[config.mk]
export PLATFORM = sky130hd
export DESIGN_NAME = bus_stream_scheduler_flat
export DESIGN_NICKNAME = d
export VERILOG_FILES = /design/src/rtl/bus_stream_scheduler_pkg.sv /design/src/rtl/bus_stream_scheduler_if.sv /design/src/rtl/bus_stream_scheduler_sync.sv /design/src/rtl/bus_stream_scheduler.sv /design/src/flat_wrapper.sv
export SDC_FILE = /design/constraint.sdc
export NUM_CORES = 1
export LEC_CHECK = 0
export CAP_MARGIN = 10
export CORE_MARGIN = 1.5
export CORE_UTILIZATION = 44
export CTS_BUF_LIST = sky130_fd_sc_hd__clkbuf_2 sky130_fd_sc_hd__clkbuf_4 sky130_fd_sc_hd__clkbuf_8
export CTS_CLUSTER_DIAMETER = 80
export CTS_CLUSTER_SIZE = 20
export DETAILED_ROUTE_END_ITERATION = 8
export GPL_ROUTABILITY_DRIVEN = 0
export HOLD_SLACK_MARGIN = 0.02
export PLACE_DENSITY_LB_ADDON = 0.05
export SLEW_MARGIN = 10
export SYNTH_ARGS = -nofsm -noshare
export SYNTH_HDL_FRONTEND = slang
export SYNTH_SLANG_ARGS = --single-unit
[constraint.sdc]
create_clock -name clk_in -period 1.9 [get_ports clk_in]
set_clock_uncertainty 0.1 [all_clocks]
set_input_delay 0.285 -clock clk_in [delete_from_list [all_inputs] [get_ports clk_in]]
set_output_delay 0.285 -clock clk_in [all_outputs]
set_load 0.05 [all_outputs]
[src/rtl/bus_stream_scheduler_pkg.sv]
// rtl/bus_stream_scheduler_pkg.sv - frame constants, FSM states and byte ordering for the IQ bus stream
package bus_stream_pkg;

  localparam int FRAME_BYTES = 8;
  localparam int TX_BYTES    = 4;
  localparam int SAMPLE_W    = 16;
  localparam int OVR_CNT_W   = 8;
  localparam int IDX_W       = 4;
  localparam int SNAP_W      = 4 * SAMPLE_W;

  localparam int TX_Q_HI = 0;
  localparam int TX_Q_LO = 1;
  localparam int TX_I_HI = 2;
  localparam int TX_I_LO = 3;

  typedef enum logic [1:0] {IDLE, XFER, COMMIT} state_t;

  // Snapshot is packed {VOICE_I, VOICE_Q, SPEC_I, SPEC_Q}; entry k is the bit offset of out byte k.
  localparam int OUT_SHIFT [FRAME_BYTES] = '{56, 48, 40, 32, 24, 16, 8, 0};

  function automatic logic [7:0] out_byte(input logic [SNAP_W-1:0] snap, input logic [2:0] k);
    return snap[OUT_SHIFT[k] +: 8];
  endfunction

  function automatic logic [7:0] frame_xor(input logic [SNAP_W-1:0] snap);
    logic [7:0] x;
    x = '0;
    for (int i = 0; i < FRAME_BYTES; i++) x = x ^ snap[8*i +: 8];
    return x;
  endfunction

  // TX shadow shifts bytes in from the right, so capture order k sits at the top after four strobes.
  function automatic logic [7:0] tx_byte(input logic [8*TX_BYTES-1:0] sh, input int k);
    return sh[8*(TX_BYTES-1-k) +: 8];
  endfunction

endpackage

[src/rtl/bus_stream_scheduler_if.sv]
// rtl/bus_stream_scheduler_if.sv - bus stream pins and DDC/TX sample ports of the scheduler
interface bus_stream_scheduler_if;
  import bus_stream_pkg::*;

  logic                       iq_clock;
  logic                       bus_stream_in_valid;
  logic [7:0]                 bus_stream_data_in;
  logic signed [SAMPLE_W-1:0] VOICE_I;
  logic signed [SAMPLE_W-1:0] VOICE_Q;
  logic signed [SAMPLE_W-1:0] SPEC_I;
  logic signed [SAMPLE_W-1:0] SPEC_Q;
  logic [7:0]                 bus_stream_data_out;
  logic signed [SAMPLE_W-1:0] TX_I;
  logic signed [SAMPLE_W-1:0] TX_Q;
  logic                       tx_valid;
  logic                       frame_active;
  logic [OVR_CNT_W-1:0]       overrun_count;
  logic                       checksum_err;

  modport master (
    output iq_clock, bus_stream_in_valid, bus_stream_data_in, VOICE_I, VOICE_Q, SPEC_I, SPEC_Q,
    input  bus_stream_data_out, TX_I, TX_Q, tx_valid, frame_active, overrun_count, checksum_err
  );

  modport slave (
    input  iq_clock, bus_stream_in_valid, bus_stream_data_in, VOICE_I, VOICE_Q, SPEC_I, SPEC_Q,
    output bus_stream_data_out, TX_I, TX_Q, tx_valid, frame_active, overrun_count, checksum_err
  );

endinterface

[src/rtl/bus_stream_scheduler_sync.sv]
// rtl/bus_stream_scheduler_sync.sv - 2-FF synchroniser with registered rising-edge pulse
module stream_edge_sync (
  input  logic clk,
  input  logic rst,
  input  logic async_in,
  output logic pulse
);

  logic meta_q, meta_d;
  logic sync_q, sync_d;
  logic prev_q, prev_d;
  logic pulse_q, pulse_d;

  always_comb begin
    meta_d  = async_in;
    sync_d  = meta_q;
    prev_d  = sync_q;
    pulse_d = sync_q & ~prev_q;
  end

  always_ff @(posedge clk) begin
    if (rst) begin
      meta_q  <= 1'b0;
      sync_q  <= 1'b0;
      prev_q  <= 1'b0;
      pulse_q <= 1'b0;
    end else begin
      meta_q  <= meta_d;
      sync_q  <= sync_d;
      prev_q  <= prev_d;
      pulse_q <= pulse_d;
    end
  end

  assign pulse = pulse_q;

endmodule

[src/rtl/bus_stream_scheduler.sv]
// rtl/bus_stream_scheduler.sv - IQ bus stream frame sequencer; BUS_STREAM_CHECKSUM_EN adds a 9th XOR byte
module bus_stream_scheduler
  import bus_stream_pkg::*;
(
  input logic                   clk_in,
  input logic                   reset_in,
  bus_stream_scheduler_if.slave bus
);

  logic iq_pulse;
  logic strobe;

  stream_edge_sync u_iq_sync  (.clk(clk_in), .rst(reset_in), .async_in(bus.iq_clock),            .pulse(iq_pulse));
  stream_edge_sync u_stb_sync (.clk(clk_in), .rst(reset_in), .async_in(bus.bus_stream_in_valid), .pulse(strobe));

  state_t                  state_q, state_d;
  logic [IDX_W-1:0]        idx_q, idx_d;
  logic [SNAP_W-1:0]       snap_q, snap_d;
  logic [8*TX_BYTES-1:0]   tx_sh_q, tx_sh_d;
  logic [7:0]              data_out_q, data_out_d;
  logic [SAMPLE_W-1:0]     tx_i_q, tx_i_d, tx_q_q, tx_q_d;
  logic                    tx_valid_q, tx_valid_d;
  logic                    frame_active_q, frame_active_d;
  logic [OVR_CNT_W-1:0]    ovr_q, ovr_d;
  logic [SNAP_W-1:0]       live_snap;
`ifdef BUS_STREAM_CHECKSUM_EN
  logic                    cksum_err_q, cksum_err_d;
`endif

  assign live_snap = {bus.VOICE_I, bus.VOICE_Q, bus.SPEC_I, bus.SPEC_Q};

  always_comb begin
    state_d        = state_q;
    idx_d          = idx_q;
    snap_d         = snap_q;
    tx_sh_d        = tx_sh_q;
    data_out_d     = data_out_q;
    tx_i_d         = tx_i_q;
    tx_q_d         = tx_q_q;
    tx_valid_d     = 1'b0;
    frame_active_d = frame_active_q;
    ovr_d          = ovr_q;
`ifdef BUS_STREAM_CHECKSUM_EN
    cksum_err_d    = cksum_err_q;
`endif
    unique case (state_q)
      IDLE: begin
      end
      XFER: begin
        if (!iq_pulse && strobe) begin
          if (idx_q < IDX_W'(TX_BYTES)) tx_sh_d = {tx_sh_q[8*TX_BYTES-9:0], bus.bus_stream_data_in};
          idx_d = idx_q + 1'b1;
          if (idx_q < IDX_W'(FRAME_BYTES - 1)) begin
            data_out_d = out_byte(snap_q, idx_d[2:0]);
`ifdef BUS_STREAM_CHECKSUM_EN
          end else if (idx_q == IDX_W'(FRAME_BYTES - 1)) begin
            data_out_d = frame_xor(snap_q);
          end else begin
            frame_active_d = 1'b0;
            if (bus.bus_stream_data_in == (tx_byte(tx_sh_q, 0) ^ tx_byte(tx_sh_q, 1) ^
                                           tx_byte(tx_sh_q, 2) ^ tx_byte(tx_sh_q, 3))) begin
              state_d = COMMIT;
            end else begin
              state_d     = IDLE;
              cksum_err_d = 1'b1;
            end
          end
`else
          end else begin
            state_d        = COMMIT;
            frame_active_d = 1'b0;
          end
`endif
        end
      end
      COMMIT: begin
        tx_q_d     = {tx_byte(tx_sh_q, TX_Q_HI), tx_byte(tx_sh_q, TX_Q_LO)};
        tx_i_d     = {tx_byte(tx_sh_q, TX_I_HI), tx_byte(tx_sh_q, TX_I_LO)};
        tx_valid_d = 1'b1;
        state_d    = IDLE;
      end
      default: state_d = IDLE;
    endcase
    // A frame tick beats any strobe; during COMMIT the commit above still lands in the same edge.
    if (iq_pulse) begin
      if (state_q == XFER && ovr_q != '1) ovr_d = ovr_q + 1'b1;
      state_d        = XFER;
      idx_d          = '0;
      snap_d         = live_snap;
      tx_sh_d        = '0;
      data_out_d     = out_byte(live_snap, 3'd0);
      frame_active_d = 1'b1;
    end
  end

  always_ff @(posedge clk_in) begin
    if (reset_in) begin
      state_q        <= IDLE;
      idx_q          <= '0;
      snap_q         <= '0;
      tx_sh_q        <= '0;
      data_out_q     <= '0;
      tx_i_q         <= '0;
      tx_q_q         <= '0;
      tx_valid_q     <= 1'b0;
      frame_active_q <= 1'b0;
      ovr_q          <= '0;
    end else begin
      state_q        <= state_d;
      idx_q          <= idx_d;
      snap_q         <= snap_d;
      tx_sh_q        <= tx_sh_d;
      data_out_q     <= data_out_d;
      tx_i_q         <= tx_i_d;
      tx_q_q         <= tx_q_d;
      tx_valid_q     <= tx_valid_d;
      frame_active_q <= frame_active_d;
      ovr_q          <= ovr_d;
    end
  end

`ifdef BUS_STREAM_CHECKSUM_EN
  always_ff @(posedge clk_in) begin
    if (reset_in) cksum_err_q <= 1'b0;
    else          cksum_err_q <= cksum_err_d;
  end
  assign bus.checksum_err = cksum_err_q;
`else
  assign bus.checksum_err = 1'b0;
`endif

  assign bus.bus_stream_data_out = data_out_q;
  assign bus.TX_I                = tx_i_q;
  assign bus.TX_Q                = tx_q_q;
  assign bus.tx_valid            = tx_valid_q;
  assign bus.frame_active        = frame_active_q;
  assign bus.overrun_count       = ovr_q;

endmodule

[src/flat_wrapper.sv]
// flat-port wrapper written by rule: the top's interface ports become plain ports
module bus_stream_scheduler_flat import bus_stream_pkg::*;
  (clk_in, reset_in, bus_iq_clock, bus_bus_stream_in_valid, bus_bus_stream_data_in, bus_VOICE_I, bus_VOICE_Q, bus_SPEC_I, bus_SPEC_Q, bus_bus_stream_data_out, bus_TX_I, bus_TX_Q, bus_tx_valid, bus_frame_active, bus_overrun_count, bus_checksum_err);
  bus_stream_scheduler_if bus_i ();
  input logic clk_in;
  input logic reset_in;
  input wire logic [$bits(bus_i.iq_clock)-1:0] bus_iq_clock;
  input wire logic [$bits(bus_i.bus_stream_in_valid)-1:0] bus_bus_stream_in_valid;
  input wire logic [$bits(bus_i.bus_stream_data_in)-1:0] bus_bus_stream_data_in;
  input wire logic [$bits(bus_i.VOICE_I)-1:0] bus_VOICE_I;
  input wire logic [$bits(bus_i.VOICE_Q)-1:0] bus_VOICE_Q;
  input wire logic [$bits(bus_i.SPEC_I)-1:0] bus_SPEC_I;
  input wire logic [$bits(bus_i.SPEC_Q)-1:0] bus_SPEC_Q;
  output wire logic [$bits(bus_i.bus_stream_data_out)-1:0] bus_bus_stream_data_out;
  output wire logic [$bits(bus_i.TX_I)-1:0] bus_TX_I;
  output wire logic [$bits(bus_i.TX_Q)-1:0] bus_TX_Q;
  output wire logic [$bits(bus_i.tx_valid)-1:0] bus_tx_valid;
  output wire logic [$bits(bus_i.frame_active)-1:0] bus_frame_active;
  output wire logic [$bits(bus_i.overrun_count)-1:0] bus_overrun_count;
  output wire logic [$bits(bus_i.checksum_err)-1:0] bus_checksum_err;
  assign bus_i.iq_clock = bus_iq_clock;
  assign bus_i.bus_stream_in_valid = bus_bus_stream_in_valid;
  assign bus_i.bus_stream_data_in = bus_bus_stream_data_in;
  assign bus_i.VOICE_I = bus_VOICE_I;
  assign bus_i.VOICE_Q = bus_VOICE_Q;
  assign bus_i.SPEC_I = bus_SPEC_I;
  assign bus_i.SPEC_Q = bus_SPEC_Q;
  assign bus_bus_stream_data_out = bus_i.bus_stream_data_out;
  assign bus_TX_I = bus_i.TX_I;
  assign bus_TX_Q = bus_i.TX_Q;
  assign bus_tx_valid = bus_i.tx_valid;
  assign bus_frame_active = bus_i.frame_active;
  assign bus_overrun_count = bus_i.overrun_count;
  assign bus_checksum_err = bus_i.checksum_err;
  bus_stream_scheduler u_core (.clk_in(clk_in), .reset_in(reset_in), .bus(bus_i));
endmodule
After elaboration in Yosys (flattened, before gate mapping)
Memory sizes are Yosys's and may differ from the RTL's. Cells that the tools add are included.

$add $sub $neg: 2. $lt $le $gt $ge: 3. Equality and inequality tests: 9. Shifts and indexed selects: 1. Multiplexer cells: 15. Bitwise operators: 6. Reductions and logical operators: 15.

Operators by type and width (count): 2-to-1 mux 32 bit (2); variable part select 64 x 32 -> 8 bit (1); 2-to-1 mux 8 bit (4); AND reduction 3 bit (5); adder 8 x 1 -> 8 bit (second input constant) (1); less-than comparator 4 x 3 -> 1 bit (second input constant) (2); inequality test 8 bit (second input constant) (1); 2-to-1 mux 1 bit (6); inequality test 2 bit (second input constant) (3); nonzero test 2 bit (3); adder 4 x 1 -> 4 bit (second input constant) (1); >= comparator 4 bit (second input constant) (1); 2-to-1 mux 2 bit (2); inverter 3 -> 4 bit (1); case mux 2 bit (2 select lines) (1); AND reduction 2 bit (2); inequality test 3 x 2 -> 1 bit (second input constant) (1); inequality test 3 bit (second input constant) (1); inverter 1 bit (3); bitwise AND 1 bit (2); equality test 2 x 1 -> 1 bit (second input constant) (1); equality test 2 bit (second input constant) (1); logical AND 1 bit (2); zero test 2 bit (1); other kinds (3) (3).

Bits in registers: 160. Bits in read-only memories: 256. Input port bits: 76. Memories: 1.

Memories: (name not given) (depth 8, width 32, rd ports 1, clocked after memory_dff 0, write ports 0, line bus_stream_scheduler_pkg.sv:22) `return snap[OUT_SHIFT[k] +: 8];`.

Logic depth before layout (Yosys ltp)
Depth in word-level cells: 10. Depth in mapped cells: 7. Mapped depth without buffers: 5.

Modules after synthesis
A second synthesis with hierarchy kept.

Cells, all modules: 668. Area, all modules: 6209.7 µm².

Modules (own cells, without submodules): bus_stream_scheduler (times used 1, cells each 652, area each 5987.0 µm², seq. area each 3042.9 µm²); stream_edge_sync (times used 2, cells each 8, area each 111.4 µm², seq. area each 80.1 µm²).

Worst setup path after synthesis
OpenSTA, ideal clock, no wires.

Path type: register to register. From: reg u_core.ovr_q[0], in the netlist u_core.bus.overrun_count[0]. To: reg u_core.ovr_q[1], in the netlist u_core.bus.overrun_count[1]. Library setup time: 128 ps. Data arrival time: 1669 ps. Path slack: 3 ps. Cell stages (with the launch flop): 7. Buffers on the path: 1. Clock period less this slack: 1897 ps. Path through: dfxtp_1 ha_1 and4_1 clkbuf_1 a21oi_1 mux2i_1 nor2_1.

Cells in the longest elaborated chain, start to end: 3. Elaborated cells between the ends (all ways): 4. Those cells by class: 1 x add/sub; 1 x eq/ne; 2 x reduce/logical.

Ends and longest elaborated chain: start, declared (line bus_stream_scheduler.sv:24) `logic [OVR_CNT_W-1:0] ovr_q, ovr_d;`; start signal, assigned (line bus_stream_scheduler.sv:118) `ovr_q <= ovr_d;`; branches (longest 3 deep; another with adder 8 x 1 -> 8 bit).

Parallel ways; which one is timed is not known. A chain may end at the register's enable or synchronous reset.

Worst setup path in the final report
From: reg u_core.idx_q[1]. To: reg u_core.data_out_q[5], in the netlist u_core.bus.bus_stream_data_out[5].

Cells in the longest elaborated chain, start to end: 10. Elaborated cells between the ends (all ways): 13. Those cells by class: 1 x add/sub; 1 x order compare; 1 x shift; 6 x mux; 1 x bitwise; 2 x reduce/logical; 1 x memory.

Ends and longest elaborated chain: start, declared (line bus_stream_scheduler.sv:17) `logic [IDX_W-1:0] idx_q, idx_d;`; start signal, assigned (line bus_stream_scheduler.sv:110) `idx_q <= idx_d;`; adder 4 x 1 -> 4 bit (line bus_stream_scheduler.sv:52) `idx_d = idx_q + 1'b1;`; inverter 3 -> 4 bit (implied by the code) (line bus_stream_scheduler_pkg.sv:22); memory read (8 x 32 bit); 2-to-1 mux 32 bit (implied by the code) (2 in a row) (line bus_stream_scheduler_pkg.sv:22); variable part select 64 x 32 -> 8 bit (line bus_stream_scheduler_pkg.sv:22); 2-to-1 mux 8 bit (line bus_stream_scheduler.sv:53) `if (idx_q < IDX_W'(FRAME_BYTES - 1)) begin`; 2-to-1 mux 8 bit (line bus_stream_scheduler.sv:50) `if (!iq_pulse && strobe) begin`; 2-to-1 mux 8 bit (line bus_stream_scheduler.sv:46) `unique case (state_q)`; 2-to-1 mux 8 bit (line bus_stream_scheduler.sv:85) `if (iq_pulse) begin`; end signal, assigned (line bus_stream_scheduler.sv:113) `data_out_q <= data_out_d;`; end, declared (line bus_stream_scheduler.sv:20) `logic [7:0] data_out_q, data_out_d;`.

Parallel ways exist; a longest one is shown, timed or not. The select of a mux whose other input is x is not followed.

==> run metrics <==
gr usage total 0.212; Worst setup SP type flop; final antenna-violating net count 0; Pwr Density 773 nW/µm²; area of the multi-input gates 2920 µm²; # clock sinks 160; CTS Hold Bufs 0; drt total wl between 15 and 20 mm; Hold Crit Class primary input to flop; number of distinct library cells after synthesis 37; Worst Path Buf+Inv 2; DR iter-0 viols between 300 and 400; CP Capture Type flop; global routing usage on met3 0.0517; Slowest cell on crit path dfxtp_1; PnR Total Power 6.34 mW; worst-path cell chain ha_4, buf_12, buf_12, mux2i_1, a31oi_1, a21oi_1, nor4_2; Critical Path Source u_core.idx_q[1]; vias in the first global route 5073; largest cells by area after synthesis dfxtp_1 (50%), mux2i_1 (15%), nand2_1 (7.8%); worst r2r src u_core.idx_q[1]; asr flop ratio synth 0; register area approximately 3200 µm²; detailed-router iteration count before antenna repair 6; Final period util 0.933; Syn Nets 794; cell mode on critical path buf_12; Die Y 123 µm; most crowded layer after global routing met2; Top Ports 127; Layout area overhead 28.6%; met2 Use GR 0.367; final core occ 0.586; Synth Register Bits 160; register area share after synthesis 0.503; Synth area leader dfxtp_1; # rows 43; clock tree root driver cell clkbuf_8; max frequency 564 MHz; largest net degree at the start of global routing 89; CP Data Required Time 2.15 ns; number of setup violations in the final report 0; core area 14000 µm²; first-pass GRT wire length 24.7 mm; Initial Utilization 0.456; Post-Syn Area per Cell 8.90 µm²; H-Tree Depth 4; Clock Latency Late Sink ~0.45 ns; worst vdd ir 0.000614 V; Yosys warnings 0; GR met1 Demand/Resource 0.250; Fin. Hold Viols 0; Die Wd ~120 µm; Synth Cell Area around 6400 µm²; post-synth top area share 0.503; RSZ-0062 raised after global routing no; clock slew at reported path FFs 0.08 ns; Num CTS Buffers 17; Die ar. 15200 µm²; Area after DPL around 7700 µm²; Placed Cells 981; via count 5306; delay of the slowest critical-path stage 0.41 ns; CP arrival around 2.0 ns; CTS max path bufs 2; layout cell share with drive strength beyond 1 0.117; R2R cell count 7; number of cells on the critical path 7; total grt overflow 0; max_cap viols 0; Min Hold Slack 0.0843 ns; final non-filler cell total 1024; Post-synth EDFFs 0; R2R setup slack 0.13 ns; Port-buffer cells 125; worst setup margin about 0.13 ns; kind of critical path flop to flop; outcome finished clean; DR WL/cell 15.3 µm; dpl ws 0.0601 ns; Setup TNS Final 0 ns; hpwl dp 10.8 mm; nets@finish 911; Period minus WS final 1.77 ns; DRC Markers 0; initial antenna violation count 0; Crit Reg-Reg Endpoint u_core.bus.bus_stream_data_out[5]; vias per cell approximately 5.2; final max-slew violation count 0; diodes inserted 0; Primary FF master, synth dfxtp_1; Filler Cell Count 1316; Syn Inst Count 716; final non-filler cell area just over 8000 µm²; TritonCTS clock tree yes; CP endpoint u_core.bus.bus_stream_data_out[5]; Critical Path Fanout Max 15; P_leak 2.87 nW; CP delay by family, top flip-flops
-- cells in the final DEF (no fill, tap or decap), types with 2 or more instances in the layout --
master	netlist	final
bufinv_16	0	2
nand2b_1	2	2
xor2_1	2	2
a31oi_1	9	9
dfxtp_1	160	159
xnor2_1	7	7
nor2_1	85	85
dlygate4sd2_1	0	19
clkdlybuf4s50_1	0	74
nand3_1	27	27
a211oi_1	3	3
a21oi_1	85	85
buf_4	7	53
a2bb2oi_1	8	7
nand3b_1	3	3
clkbuf_8	0	21
nor2b_1	9	8
buf_12	0	5
nor4_1	9	9
nand2_1	133	133
mux2i_1	97	97
clkbuf_4	0	4
nand4_1	2	2
clkinv_2	0	2
nor3_1	2	2
nor4_2	2	2
-- power by group --
| group | total (mW) | internal (mW) | switching [mW] |
|---|---|---|---|
| logic | 0.402 | 0.218 | 0.184 |
| clock network | 2.52 | 1.35 | 1.17 |
| registers | 3.42 | 3.39 | 0.0278 |
| total | 6.34 | 4.96 | 1.38 |
-- synth_stat cells (4+ instances only) --
cell type	n
xnor2_1	7
buf_4	7
nor2b_1	9
clkbuf_1	25
nor4_1	9
nand2_1	133
buf_1	4
dfxtp_1	160
a21oi_1	85
nor2_1	85
a2bb2oi_1	8
nand3_1	27
a31oi_1	9
buf_2	18
mux2i_1	97
-- sequential cells by signal, summed over array words and instances, names as in the netlist --
signal,count
u_core.snap_q,64
u_core.tx_sh_q,32
u_core.bus.TX_I,16
u_core.bus.TX_Q,16
u_core.bus.bus_stream_data_out,8
u_core.bus.overrun_count,8
u_core.idx_q,4
u_core.state_q,2
u_core.bus.frame_active,1
u_core.bus.tx_valid,1
u_core.u_iq_sync.meta_q,1
u_core.u_iq_sync.prev_d,1
u_core.u_iq_sync.prev_q,1
u_core.u_iq_sync.pulse,1
u_core.u_stb_sync.meta_q,1
u_core.u_stb_sync.prev_d,1
u_core.u_stb_sync.prev_q,1
u_core.u_stb_sync.pulse,1
-- layer usage --
metal | share of wire | routed length (µm)
met1 | 0.43 | 6680
met3 | 0.057 | 890
met2 | 0.50 | 7820
met5 | 0 | 0
met4 | 0.019 | 291
-- cells by family after synthesis --
group	after synthesis	share of synthesized area
adders and majority gates	2	0.00393
AOI/OAI and AO/OA	107	0.0921
muxes	97	0.152
and+or+nand+nor	280	0.188
DFF	160	0.503
other	1	0.000588
xor gates and xnor gates	11	0.0175
buffers and inverters	58	0.0430
-- repair_timing --
action | 4_1_cts | 5_1_grt
setup endpoints to repair | 19 | 6
pin swaps | 0 | 2
gates resized for setup | 19 | 4
setup buffers | 0 | 11
cloned | 0 | 2
-- how the worst min path moves through the flow --
stage / startpoint / to / slack, ns / cells past startpoint
detailed placement: u_core.u_iq_sync.prev_q / u_core.u_iq_sync.pulse / 0.27 / 1
CTS: reset_in / u_core.snap_q[49] / 0.06 / 2
global placement: u_core.u_iq_sync.prev_q / u_core.u_iq_sync.pulse / 0.27 / 1
finish: reset_in / u_core.snap_q[53] / 0.08 / 2
global route: reset_in / u_core.snap_q[50] / 0.07 / 2
floorplan: reset_in / u_core.u_iq_sync.prev_q / 0.26 / 1
-- worst reg2reg max path, cell delays in order, from the launching register on --
cell	delay [ns]
dfxtp_1	0.41
ha_4	0.24
buf_12	0.16
buf_12	0.13
mux2i_1	0.11
a31oi_1	0.18
a21oi_1	0.10
nor4_2	0.24
-- area by class of cell --
cell class              count  share of cell area
repair inverters            1            0.000611
repair buffers            152               0.174
clock buffers              25              0.0389
clock inverters             5             0.00962
inverters                   3             0.00183
well taps                 180              0.0275
multi-input cells         498               0.356
flip-flops and latches    160               0.391
(Power assumes the default switching activity.)
